## src/rtl/iir_step_ctrl.sv

```systemverilog
// iir_step_ctrl -- sample-rate sequencer for the FP biquad datapath.
//
// Divides clk down to the sample rate (one tick every T clocks), launches one
// sample per tick onto the datapath, holds dp_en high for exactly LAT clocks,
// then strobes the delay-line shift and captures the filter output.
//
// Ports:
//   clk, reset_l      system clock, asynchronous active-low reset
//   i_en              run enable for the tick counter / new launches
//   i_valid, i_signal fresh input sample and its qualifier
//   dp_q              datapath result (valid LAT clocks after dp_a changes)
//   dp_a              sample presented to the datapath (changes only on launch)
//   dp_en             datapath pipeline enable (LAT cycles per sample)
//   o_upd             one-cycle delay-line shift strobe
//   o_signal, o_valid filtered output (held) and its one-cycle update pulse
//   o_overrun         sticky: tick arrived while a sample was in flight
//   o_stale           sticky: tick arrived without i_valid
//   o_flush           (IIR_NAN_GUARD_EN only) clear the delay line instead of
//                     shifting when dp_q is Inf/NaN
//
// Build option: define IIR_NAN_GUARD_EN to enable the Inf/NaN guard at commit.
//
// State  | meaning
// IDLE   | waiting for a sample tick
// RUN    | datapath enabled, rlat counting down the pipeline latency
// COMMIT | dp_q valid: shift delay line, capture result
module iir_step_ctrl #(
  parameter int T          = 50,
  parameter int LAT        = 12,
  parameter int W          = 32,
  // Clearing this skips the T/LAT legality check (only for overrun testing).
  parameter bit CHK_PARAMS = 1'b1
) (
  input  logic         clk,
  input  logic         reset_l,
  input  logic         i_en,
  input  logic         i_valid,
  input  logic [W-1:0] i_signal,
  input  logic [W-1:0] dp_q,
  output logic [W-1:0] dp_a,
  output logic         dp_en,
  output logic         o_upd,
  output logic [W-1:0] o_signal,
  output logic         o_valid,
  output logic         o_overrun,
  output logic         o_stale
`ifdef IIR_NAN_GUARD_EN
  ,
  output logic         o_flush
`endif
);

  localparam int CW = (T > 1) ? $clog2(T) : 1;
  localparam int LW = (LAT > 1) ? $clog2(LAT) : 1;

  generate
    if (CHK_PARAMS && ((LAT < 1) || (T < LAT + 3))) begin : g_bad_params
      $error("iir_step_ctrl: illegal parameters, need LAT>=1 and T>=LAT+3");
    end
  endgenerate

  typedef enum logic [1:0] {IDLE, RUN, COMMIT} state_t;

  state_t        state, state_nx;
  logic [CW-1:0] cnt;
  logic [LW-1:0] rlat;
  logic          tick;
  logic          launch;
  logic          dp_nan;

  assign tick   = i_en && (cnt == CW'(T - 1));
  assign launch = tick && (state == IDLE);

`ifdef IIR_NAN_GUARD_EN
  // Exponent all-ones covers both Inf and NaN.
  assign dp_nan  = (dp_q[W-2 -: 8] == 8'hFF);
  assign o_flush = (state == COMMIT) && dp_nan;
`else
  assign dp_nan  = 1'b0;
`endif

  // Strobes decoded from state so reset clears them immediately.
  assign dp_en = (state == RUN);
  assign o_upd = (state == COMMIT) && !dp_nan;

  always_ff @(posedge clk or negedge reset_l) begin
    if (!reset_l) begin
      cnt <= '0;
    end else if (i_en) begin
      cnt <= tick ? '0 : cnt + CW'(1);
    end
  end

  always_ff @(posedge clk or negedge reset_l) begin
    if (!reset_l) begin
      state <= IDLE;
    end else begin
      state <= state_nx;
    end
  end

  always_comb begin
    state_nx = state;
    case (state)
      IDLE:    if (tick) state_nx = RUN;
      RUN:     if (rlat == '0) state_nx = COMMIT;
      COMMIT:  state_nx = IDLE;
      default: state_nx = IDLE;
    endcase
  end

  // dp_a doubles as the held sample: on a stale tick it simply keeps its value,
  // so the previous sample is re-launched.
  always_ff @(posedge clk or negedge reset_l) begin
    if (!reset_l) begin
      dp_a      <= '0;
      rlat      <= '0;
      o_signal  <= '0;
      o_valid   <= 1'b0;
      o_overrun <= 1'b0;
      o_stale   <= 1'b0;
    end else begin
      o_valid <= (state == COMMIT);
      if (launch) begin
        rlat <= LW'(LAT - 1);
        if (i_valid) dp_a <= i_signal;
        else         o_stale <= 1'b1;
      end else if (state == RUN) begin
        rlat <= rlat - LW'(1);
      end
      if (tick && (state != IDLE)) o_overrun <= 1'b1;
      if (state == COMMIT) o_signal <= dp_nan ? '0 : dp_q;
    end
  end

endmodule

```

## config.mk

```make
export PLATFORM = sky130hd
export DESIGN_NAME = iir_step_ctrl
export DESIGN_NICKNAME = d
export VERILOG_FILES = /design/src/rtl/iir_step_ctrl.sv
export SDC_FILE = /design/constraint.sdc
export NUM_CORES = 1
export LEC_CHECK = 0
export BUFFER_PORTS_ARGS = -buffer_cell sky130_fd_sc_hd__clkbuf_2
export CORE_MARGIN = 3
export CORE_UTILIZATION = 51
export CTS_CLUSTER_DIAMETER = 100
export DETAILED_ROUTE_END_ITERATION = 7
export GPL_TIMING_DRIVEN = 0
export HOLD_SLACK_MARGIN = 0.15
export PLACE_DENSITY = 0.86
export SLEW_MARGIN = 0
export SYNTH_ARGS = -nofsm -noshare
export SYNTH_HDL_FRONTEND = slang
export SYNTH_SLANG_ARGS = --single-unit
export TNS_END_PERCENT = 20
```

## constraint.sdc

```tcl
create_clock -name clk -period 4.8 [get_ports clk]
set_clock_uncertainty 0.15 [all_clocks]
set_input_delay 0.96 -clock clk [delete_from_list [all_inputs] [get_ports clk]]
set_output_delay 0.96 -clock clk [all_outputs]
set_load 0.1 [all_outputs]
```

# Word level (Yosys, flattened, before mapping)
# Index checks and enable logic that the tools add are counted.
[word_totals]
out_inout_bits = 69
input_bits = 68
elab_cells = 32
reg_bits = 79
[op_classes]
n_bitwise = 1
muxes = 6
addsub = 2
eq_ne = 5
reduce_logical = 10
[op_table]
columns = ["cell", "n"]
rows = [
  ["$mux W4", 2],
  ["$add A6 B1 Y6 const B", 1],
  ["$eq A6 B6 Y1 const B", 1],
  ["$mux W6", 1],
  ["$reduce_and A2 Y1", 3],
  ["$logic_not A4 Y1", 1],
  ["$mux W2", 2],
  ["$pmux W2 S2", 1],
  ["$reduce_bool A2 Y1", 2],
  ["$sub A4 B1 Y4 const B", 1],
  ["$logic_and A1 B1 Y1", 3],
  ["$eq A2 B1 Y1 const B", 1],
  ["$eq A2 B2 Y1 const B", 1],
  ["$logic_not A2 Y1", 1],
  ["$ne A2 B1 Y1 const B", 1],
  ["$ne A2 B2 Y1 const B", 1],
  ["$not A1 Y1", 1],
]

# Depth between registers and ports, before layout
# Gate-level depths: netlist (run 1).
[logic_depth]
word_depth = 4
depth_mapped = 6
depth_no_buf = 5

# Least setup slack after synthesis (run 1)
# Ideal clock, no wire load.
[synth_path]
kind = "reg-to-output"
startpoint = "register state[0]"
endpoint = "output port dp_en"
required_time_ps = 3690
setup_slack_ps = 1650
arrival_time_ps = 2040
stages_incl_launch_ff = 3
cell_sequence = "dfrtp_1 > clkbuf_1 > nor2b_1"
[synth_between]
elab_chain_cells = 1
[synth_lines]
columns = ["element", "line", "source"]
rows = [
  ["start: declaration", "64", "state_t state, state_nx;"],
  ["start signal: assignment", "98", "state <= state_nx;"],
  ["$eq A2 B1 Y1", "83", "assign dp_en = (state == RUN);"],
  ["end: declaration", "41", "output logic dp_en,"],
]
# Every way passes these cells.

# Final worst setup path (run 1)
[layout_path]
startpoint = "register state[0]"
endpoint = "output port o_upd"
[layout_between]
elab_chain_cells = 1
[layout_lines]
columns = ["element", "line", "source"]
rows = [
  ["$eq A2 B2 Y1", "84", "assign o_upd = (state == COMMIT) && !dp_nan;"],
  ["end: declaration", "42", "output logic o_upd,"],
]
# Every way passes these cells.

==> key figures, run 1 <==
Logic synthesis
  • Most frequent cell after synthesis: dfrtp_1
  • Post-synth EDFFs: 0
  • Post-synthesis register bit count: 79
  • Top cells by count, synth: dfrtp_1 (79), mux2_2 (34), mux2_4 (30), buf_2 (5), inv_1 (5)
  • Synth area leader: dfrtp_1
  • Synthesized cell area: 3260 um2
  • Yosys cell types: 35
  • Post-synth top area share: 60.7%
  • Syn_nets: 280
  • Synth Instances: 209
  • Ys flop type: dfrtp_1
  • Ys async rst share: 100%
  • Syn Area/Cell: 15.6 um2
  • Top cells by area, synth: dfrtp_1 (61%), mux2_4 (14%), mux2_2 (12%), ha_1 (1.2%), buf_6 (1.0%)
  • Post-synthesis sequential area ratio: 60.7%
  • YS warnings: 0

Worst setup path
  • CP Cell Sequence: clkbuf_1, nor2b_1, buf_2, buf_2, clkbuf_2
  • Required @ worst endpoint: 3.69 ns
  • Worst reg2reg setup slack: 2.80 ns
  • FF-to-FF Start: cnt[1]
  • CP Launch Point: state[0]
  • CP Buf/Inv Count: 4
  • Cell family with most CP delay: buffers and inverters
  • Crit Path Class: register to output pin
  • Crit path max fanout: 11
  • Most used cell along the critical path: buf_2
  • FF-to-FF path depth: 6
  • RR Endpoint: dp_a[1]
  • Crit path DAT: 1.99 ns
  • Crit-path slowest cell: clkbuf_2
  • Crit-path max cell delay: 0.51 ns
  • WP depth: 5
  • Worst Setup End Kind: output pin
  • CP Launch Type: register
  • Worst setup path endpoint: o_upd

Global routing
  • Largest net degree at the start of global routing: 42
  • Grt total ovfl: 0
  • GRT Util Overall: 18.0%
  • First-pass GRT wire length: 10300 um
  • Vias in the first global route: 2201
  • Initial antenna violation count: 0

Die
  • # rows: 28
  • Die Area: 7380 um2
  • CORE AREA: 6060 um2
  • Die width: 85.9 um
  • I/O pin total: 137
  • Starting density of the core: 53.8%
  • Die Y: 85.9 um

Clocking
  • Root Driver: clkbuf_8
  • TritonCTS Buffers: 9
  • Clk_lat worst skew: 0.33 ns
  • Post-CTS Setup Repair Bufs: 0
  • Clock Path Buffers: 2
  • # H-tree levels: 3
  • Post-CTS sizing: 0
  • Reg clk slew, reported paths: 0.08 ns
  • CTS Hold Buffers Added: 0
  • Clk sinks: 79
  • Clock tree from TritonCTS: built

Place
  • Dpl cells: 420
  • Buffers on Ports: 135
  • Placed inst area: 4050 um2
  • Placement Setup Slack: 2.07 ns
  • DP HPWL: 5000 um
  • RePlAce Congestion: 0.723

Drt
  • WL final: 6490 um
  • Initial DRT Pass Iterations: 4
  • Initial detailed-routing violation count: 56
  • ANT nets after route: 0
  • Vias per inst: 4.99
  • Vias: 2176
  • DR DRC count: 0
  • WL per Instance: 14.9 um

Status
  • Status: completed

Timing
  • Setup violations, final: 0
  • FMAX: 0.323 GHz
  • Worst-Margin Slew: 0.572 ns
  • Tcrit/Tclk final: 64.5%
  • Setup_tns: 0 ns
  • Final slew viol count: 0
  • Hold Fails Final Rpt: 0
  • Final worst slack: 1.70 ns
  • Slew margin rel.: 62.1%
  • Hold slack: 0.315 ns
  • RSZ-0062 raised after global routing: false
  • Tmin final: 3.10 ns

Layout
  • Final Net Count: 427
  • Layout area overhead: 30.7%
  • Antenna diodes: 0
  • Non-Filler Instances: 436
  • FILL cells: 445
  • Share of layout cells above drive strength 1: 62.9%
  • Non-Filler Cell Area, Final: 4260 um2
  • Final core occ: 70.3%

Pwr
  • Static leakage: 2.48 nW
  • VDD IR max: 0.000248 V
  • Power Density: 360 nW/um2
  • Total chip power: 1.53 mW

Flow run
  • # Max-Cap Violations: 0

Hold path
  • Worst min path class: register to register
## power breakdown
part,switching [mW],internal (mW)
Combinational,0.193,0.0923
Clock,0.229,0.268
Sequential,0.0423,0.711
## routing by layer
metal	track usage (%)	routed length, um	up-vias
li1	-	-	1025
met1	22.4	2690	1047
met2	29.9	3160	98
met3	4.32	562	6
met4	7.77	73	0
met5	0	0	-
## worst min path at each step
stage	endpoint	slack, ns	cells past startpoint	startpoint
finish	o_stale	0.31	1	o_stale
CTS	o_stale	0.32	1	o_stale
global placement	o_stale	0.29	1	o_stale
global route	o_stale	0.35	1	o_stale
floorplan	cnt[3]	0.33	1	cnt[3]
detailed placement	o_stale	0.30	1	o_stale
## sequential cells by signal, indices dropped and copies added, names as in the netlist
signal,count
cnt,6
rlat,4
o_signal,32
dp_a,32
o_stale,1
o_valid,1
state,2
o_overrun,1
## cell families after synthesis
| family | share of synthesized area, % |
|---|---|
| DFF | 60.7 |
| muxes | 25.9 |
| and+or+nand+nor | 5.49 |
| buffers and inverters | 2.84 |
| AOI/OAI and AO/OA | 3.15 |
| xor gates and xnor gates | 0.807 |
| adders and majority gates | 1.15 |
## cell type report
cell class	instances	area [um2]	area share (%)
plain buffers	11	73.8	1.73
clock buffers	11	151	3.56
clock inverters	5	56.3	1.32
inverters	5	18.8	0.441
multi-input cells	114	1190	27.9
flip-flops and latches	79	1980	46.4
well taps	75	93.8	2.20
repair buffers	136	698	16.4
## cells in the final DEF, fill, tap and decap left out, drive strengths merged
master    count
o22ai         1
nor3b         1
nor3          2
and4b         1
o21a          1
dfrtp        79
bufinv        1
nand4         3
o2bb2ai       1
ha            3
clkbuf      148
xor2          2
a22oi         1
a221oi        2
a21oi         2
mux2i         1
xnor2         1
o21bai        1
and3b         1
a211oi        1
nor2b         4
clkinvlp      1
nand3         2
nand2b        4
and2          3
o21ai         3
a21o          2
or3           1
nand2         2
clkinv        3
mux2         64
nor2          4
inv           5
buf          10
Power figures use the tool's default switching activity.
==> run 2, diff against run 1 <==
- CORE_UTILIZATION: 51 -> 43
- PLACE_DENSITY: 0.86 -> 0.78
- clock period: 4.8 -> 2.7 ns (I/O delays scaled with it)
==> key figures, run 2 (synthesized netlist as in run 1, its figures left out) <==
Timing
  • Final slew viol count: 0 (unchanged)
  • Hold Fails Final Rpt: 0 (unchanged)
  • FMAX: 0.396 GHz
  • Worst-Margin Slew: 0.566 ns (was 0.572 ns)
  • Setup_tns: 0 ns (unchanged)
  • RSZ-0062 raised after global routing: false (unchanged)
  • Setup violations, final: 0 (unchanged)
  • Slew margin rel.: 62.4% (was 62.1%)
  • Tcrit/Tclk final: 93.5%
  • Tmin final: 2.52 ns
  • Hold slack: 0.267 ns (was 0.315 ns)

Pwr
  • Pint: 1.87 mW (was 1.07 mW)
  • Sw Share: 31.6% (was 30.2%)
  • Power Density: 635 nW/um2 (was 360 nW/um2)
  • VDD IR max: 0.000381 V (was 0.000248 V)
  • Total chip power: 2.73 mW (was 1.53 mW)
  • Sw Pwr: 864 uW (was 464 uW)
  • Reg power frac: 48.9% (was 49.1%)
  • Static leakage: 2.48 nW (about the same)
  • Clock power share: 32.6% (was 32.3%)
  • Logic pwr share: 18.5% (was 18.6%)

Flow run
  • # Max-Cap Violations: 0 (unchanged)

Global routing
  • Grt total ovfl: 0 (unchanged)
  • Vias in the first global route: 2173 (was 2201)
  • Largest net degree at the start of global routing: 47 (was 42)
  • GRT Util Overall: 16.0% (was 18.0%)
  • First-pass GRT wire length: 10700 um (was 10300 um)
  • Initial antenna violation count: 0 (unchanged)

Layout
  • FILL cells: 604 (was 445)
  • Top Registers: dp_a: 32 flops, o_signal: 32 flops, cnt: 6 flops (unchanged)
  • Commonest non-fill, non-tap cells in the layout: clkbuf_2 (133), dfrtp_1 (79), mux2_2 (34) (was clkbuf_2 (134), dfrtp_1 (79), mux2_2 (34))
  • Layout area overhead: 32.2% (was 30.7%)
  • Most common cell after layout, fill and taps aside: clkbuf_2 (unchanged)
  • Non-Filler Cell Area, Final: 4310 um2 (was 4260 um2)
  • Antenna diodes: 0 (unchanged)
  • Share of layout cells above drive strength 1: 63.0% (was 62.9%)
  • Final Net Count: 428 (was 427)
  • Non-Filler Instances: 461 (was 436)

Worst setup path
  • Required @ worst endpoint: 2.01 ns (was 3.69 ns)
  • Worst Setup End Kind: output pin (unchanged)
  • CP Launch Type: register (unchanged)
  • Crit path DAT: 1.83 ns (was 1.99 ns)
  • Crit Path Class: register to output pin (unchanged)
  • Crit path max fanout: 11 (unchanged)

Die
  • Die width: 93.0 um (was 85.9 um)
  • CORE AREA: 7290 um2 (was 6060 um2)
  • Starting density of the core: 44.7% (was 53.8%)
  • Die Area: 8660 um2 (was 7380 um2)
  • # rows: 31 (was 28)
  • Die Y: 93.0 um (was 85.9 um)
  • I/O pin total: 137 (unchanged)

Status
  • Status: completed (unchanged)

Drt
  • DR DRC count: 0 (unchanged)
  • Vias per inst: 4.67 (was 4.99)
  • WL final: 6710 um (was 6490 um)
  • Initial DRT Pass Iterations: 4 (unchanged)
  • WL per Instance: 14.5 um (was 14.9 um)
  • Initial detailed-routing violation count: 39 (was 56)
  • Vias: 2155 (was 2176)
  • ANT nets after route: 0 (unchanged)

Clocking
  • Clk_lat worst skew: 0.34 ns (was 0.33 ns)
  • Root Driver: clkbuf_8 (unchanged)
  • TritonCTS Buffers: 9 (unchanged)
  • Reg clk slew, reported paths: 0.09 ns (was 0.08 ns)
  • Clock Path Buffers: 2 (unchanged)
  • # H-tree levels: 3 (unchanged)
  • Clk sinks: 79 (unchanged)
  • Clock tree from TritonCTS: built (unchanged)
  • Post-CTS Setup Repair Bufs: 0 (unchanged)

Place
  • Buffers on Ports: 135 (unchanged)
  • RePlAce Congestion: 0.750 (was 0.723)
  • Placed inst area: 4090 um2 (was 4050 um2)
  • Dpl cells: 444 (was 420)
  • DP HPWL: 5190 um (was 5000 um)

Hold path
  • Worst min path class: primary input to register (was register to register)
run 2: cell count changes in the layout (fill, tap and decap cells not counted):
cell           delta
buf_12            -1
buf_16            +1
buf_4             +1
clkbuf_2          -1
clkbuf_8          -2
clkinv_2          -2
clkinvlp_4        +1
dlygate4sd3_1     +1
inv_6             +3
nor2b_1           -1
nor2b_2           +1
run 2: repair_timing:
action / CTS / global route
endpoints found under the hold margin: 33 / 0
hold buffers: 1 / 0
setup endpoints to repair: 1 / 1
pin swaps: 0 / 0
gates resized for setup: 1 / 1
run 2: path summary, 6_finish.rpt:
kind / cells past startpoint / to / slack, ns / from
setup / recovery: 5 / o_upd / 0.18 / state[0]
hold / removal: 2 / dp_a[30] / 0.27 / i_signal[30]
setup reg to reg: 6 / dp_a[26] / 0.66 / cnt[1]
hold reg to reg: 1 / o_overrun / 0.33 / o_overrun
max in group asynchronous: 3 / dp_a[14] / 1.25 / reset_l
min in group asynchronous: 2 / o_signal[8] / 0.57 / reset_l
run 2: routing by layer:
| metal | up-vias | wire length, um | track usage, % |
|---|---|---|---|
| met5 | - | 0 | 0 |
| met4 | 0 | 116 | 6.96 |
| met3 | 9 | 580 | 4.42 |
| met2 | 103 | 3120 | 25.0 |
| met1 | 1017 | 2890 | 21.1 |
| li1 | 1026 | - | - |
run 2: cell type report:
class | count | area, um2 | area share, %
clock buffers | 9 | 124 | 2.88
plain buffers | 11 | 73.8 | 1.71
well taps | 99 | 124 | 2.88
flip-flops and latches | 79 | 1980 | 45.9
inverters | 5 | 18.8 | 0.436
repair buffers | 137 | 718 | 16.7
clock inverters | 7 | 80.1 | 1.86
multi-input cells | 114 | 1190 | 27.7
run 2: power by group through the flow:
stage | sequential [mW] | clock, mW | combinational [mW]
floorplan | 1.53 | 0 | 0.195
global placement | 1.36 | 0 | 0.493
detailed placement | 1.36 | 0 | 0.511
CTS | 1.34 | 0.920 | 0.512
global route | 1.35 | 0.985 | 0.548
finish | 1.34 | 0.892 | 0.506
run 2: per-stage QoR:
step / util (%) / setup slack, ns
after CTS: 59.1 / 0.114
after global placement: 55.7 / 0.232
after detailed placement: 56.1 / 0.386
after floorplan: - / 0.532
after global routing: 59.1 / 0.0408
final: 59.1 / 0.176
run 2: worst max-delay path, stage by stage (launching register included):
cell and delay [ns]:
dfrtp_1 0.37, clkbuf_1 0.19, nor2b_1 0.13, buf_2 0.17, buf_2 0.28, buf_4 0.34
==> run 3, diff against run 2 <==
- CAP_MARGIN: unset -> 20
- REMOVE_ABC_BUFFERS: unset -> 1
==> key figures, run 3 (synthesized netlist as in run 1, its figures left out) <==
Timing
  • Worst-Margin Slew: 0.840 ns (was 0.566 ns)
  • Final worst slack: 0.160 ns (was 0.176 ns)
  • Hold Fails Final Rpt: 0 (unchanged)
  • Hold slack: 0.274 ns (was 0.267 ns)
  • Tcrit/Tclk final: 94.1% (was 93.5%)
  • Tmin final: 2.54 ns (was 2.52 ns)
  • Setup_tns: 0 ns (unchanged)
  • Slew margin rel.: 43.8% (was 62.4%)
  • Setup violations, final: 0 (unchanged)
  • RSZ-0062 raised after global routing: false (unchanged)
  • Final slew viol count: 0 (unchanged)
  • FMAX: 0.394 GHz (was 0.396 GHz)

Place
  • DP HPWL: 4880 um (was 5190 um)
  • Placement Setup Slack: 0.101 ns (was 0.386 ns)
  • Dpl cells: 434 (was 444)
  • Buffers on Ports: 136 (was 135)
  • RePlAce Congestion: 0.663 (was 0.750)

Worst setup path
  • CP Cell Sequence: nor2b_1, clkbuf_2 (was clkbuf_1, nor2b_1, buf_2, buf_2, buf_4)
  • CP Buf/Inv Count: 1 (was 4)
  • Crit path DAT: 1.85 ns (was 1.83 ns)
  • Required @ worst endpoint: 2.01 ns (about the same)
  • FF-to-FF Start: cnt[1] (unchanged)
  • WP depth: 2 (was 5)
  • Crit-path max cell delay: 0.61 ns (was 0.37 ns)
  • Crit-path slowest cell: dfrtp_1 (unchanged)
  • CP Launch Point: state[0] (unchanged)
  • Worst reg2reg setup slack: 0.28 ns (was 0.66 ns)
  • Worst setup path endpoint: dp_en (was o_upd)
  • CP Launch Type: register (unchanged)
  • Crit Path Class: register to output pin (unchanged)
  • FF-to-FF path depth: 5 (was 6)
  • RR Endpoint: dp_a[3] (was dp_a[26])
  • Worst Setup End Kind: output pin (unchanged)
  • Cell family with most CP delay: flip-flops (was buffers and inverters)
  • Crit path max fanout: 10 (was 11)

Drt
  • WL final: 6710 um (about the same)
  • Vias: 2133 (was 2155)
  • Initial detailed-routing violation count: 39 (unchanged)
  • DR DRC count: 0 (unchanged)
  • WL per Instance: 14.8 um (was 14.5 um)
  • Vias per inst: 4.72 (was 4.67)
  • Initial DRT Pass Iterations: 4 (unchanged)
  • ANT nets after route: 0 (unchanged)

Die
  • I/O pin total: 137 (unchanged)
  • CORE AREA: 7290 um2 (unchanged)
  • Die Y: 93.0 um (unchanged)
  • Die width: 93.0 um (unchanged)
  • Starting density of the core: 44.7% (unchanged)
  • Die Area: 8660 um2 (unchanged)
  • # rows: 31 (unchanged)

Flow run
  • # Max-Cap Violations: 0 (unchanged)

Clocking
  • Reg clk slew, reported paths: 0.09 ns (about the same)
  • Root Driver: clkbuf_8 (unchanged)
  • Clk_lat worst skew: 0.34 ns (about the same)
  • Clock Path Buffers: 2 (unchanged)
  • # H-tree levels: 3 (unchanged)
  • Post-CTS Setup Repair Bufs: 0 (unchanged)
  • Clk sinks: 79 (unchanged)
  • TritonCTS Buffers: 9 (unchanged)
  • Clock tree from TritonCTS: built (unchanged)

Pwr
  • Power Density: 644 nW/um2 (was 635 nW/um2)
  • Static leakage: 2.43 nW (was 2.48 nW)
  • VDD IR max: 0.000279 V (was 0.000381 V)

Global routing
  • First-pass GRT wire length: 10200 um (was 10700 um)
  • Largest net degree at the start of global routing: 43 (was 47)
  • Vias in the first global route: 2068 (was 2173)
  • Initial antenna violation count: 0 (unchanged)
  • GRT Util Overall: 15.3% (was 16.0%)
  • Grt total ovfl: 0 (unchanged)

Layout
  • Commonest non-fill, non-tap cells in the layout: clkbuf_2 (134), dfrtp_1 (79), mux2_2 (34) (was clkbuf_2 (133), dfrtp_1 (79), mux2_2 (34))
  • Share of layout cells above drive strength 1: 62.9% (was 63.0%)
  • Final Net Count: 419 (was 428)
  • Final core occ: 58.2% (was 59.1%)
  • Top Registers: dp_a: 32 flops, o_signal: 32 flops, cnt: 6 flops (unchanged)
  • Layout area overhead: 30.3% (was 32.2%)
  • FILL cells: 600 (was 604)
  • Most common cell after layout, fill and taps aside: clkbuf_2 (unchanged)
  • Non-Filler Instances: 452 (was 461)
  • Antenna diodes: 0 (unchanged)

Hold path
  • Worst min path class: primary input to register (unchanged)

Status
  • Status: completed (unchanged)
[run 3: cell type report]
cell class / instances / area (um2) / area share, %
clock buffers: 9 / 124 / 2.92
clock inverters: 7 / 78.8 / 1.86
inverters: 5 / 18.8 / 0.442
multi-input cells: 115 / 1210 / 28.4
flip-flops and latches: 79 / 1980 / 46.6
well taps: 99 / 124 / 2.92
repair buffers: 138 / 716 / 16.9
[run 3: worst min path at each step]
stage,from,end,slack [ns],cells after the start
floorplan,reset_l,cnt[0],0.09,0
global placement,o_stale,o_stale,0.29,1
detailed placement,o_stale,o_stale,0.29,1
CTS,dp_q[21],o_signal[21],0.25,2
global route,dp_q[1],o_signal[1],0.25,2
finish,i_signal[29],dp_a[29],0.27,2
[run 3: routing by layer]
layer  up-vias  global-route usage, %  routed length (um)
met5         -                      0                   0
met4         0                   6.59                  80
met3         8                   4.42                 594
met2       103                   24.8                3150
met1      1015                   19.2                2890
li1       1007                      -                   -
[run 3: metrics by stage]
step | cell area (um2) | total power, mW
after floorplan | 3180 | 1.72
final | 4250 | 2.73
after global placement | 3990 | 1.85
after global routing | 4250 | 2.86
after CTS | 4240 | 2.77
after detailed placement | 4020 | 1.87
[run 3: what timing repair did]
action	CTS	global route
setup endpoints to repair	1	33
hold buffers	1	0
pin swaps	0	1
resized for setup	1	2
endpoints found under the hold margin	37	0
cloned	1	0
[run 3: power by group]
| group | total (mW) | switching, mW | leakage [nW] | internal [mW] |
|---|---|---|---|---|
| registers | 1.35 | 0.0841 | 1.08 | 1.26 |
| logic | 0.503 | 0.339 | 1.25 | 0.165 |
| clock network | 0.882 | 0.445 | 0.0929 | 0.437 |
| total | 2.73 | 0.868 | 2.43 | 1.87 |
[run 3: worst register-to-register path, stage by stage, from the launching register on]
cell and delay, ns:
dfrtp_1 0.41, inv_1 0.09, ha_1 0.14, nor2b_2 0.27
nand4_4 0.66, mux2_4 0.58
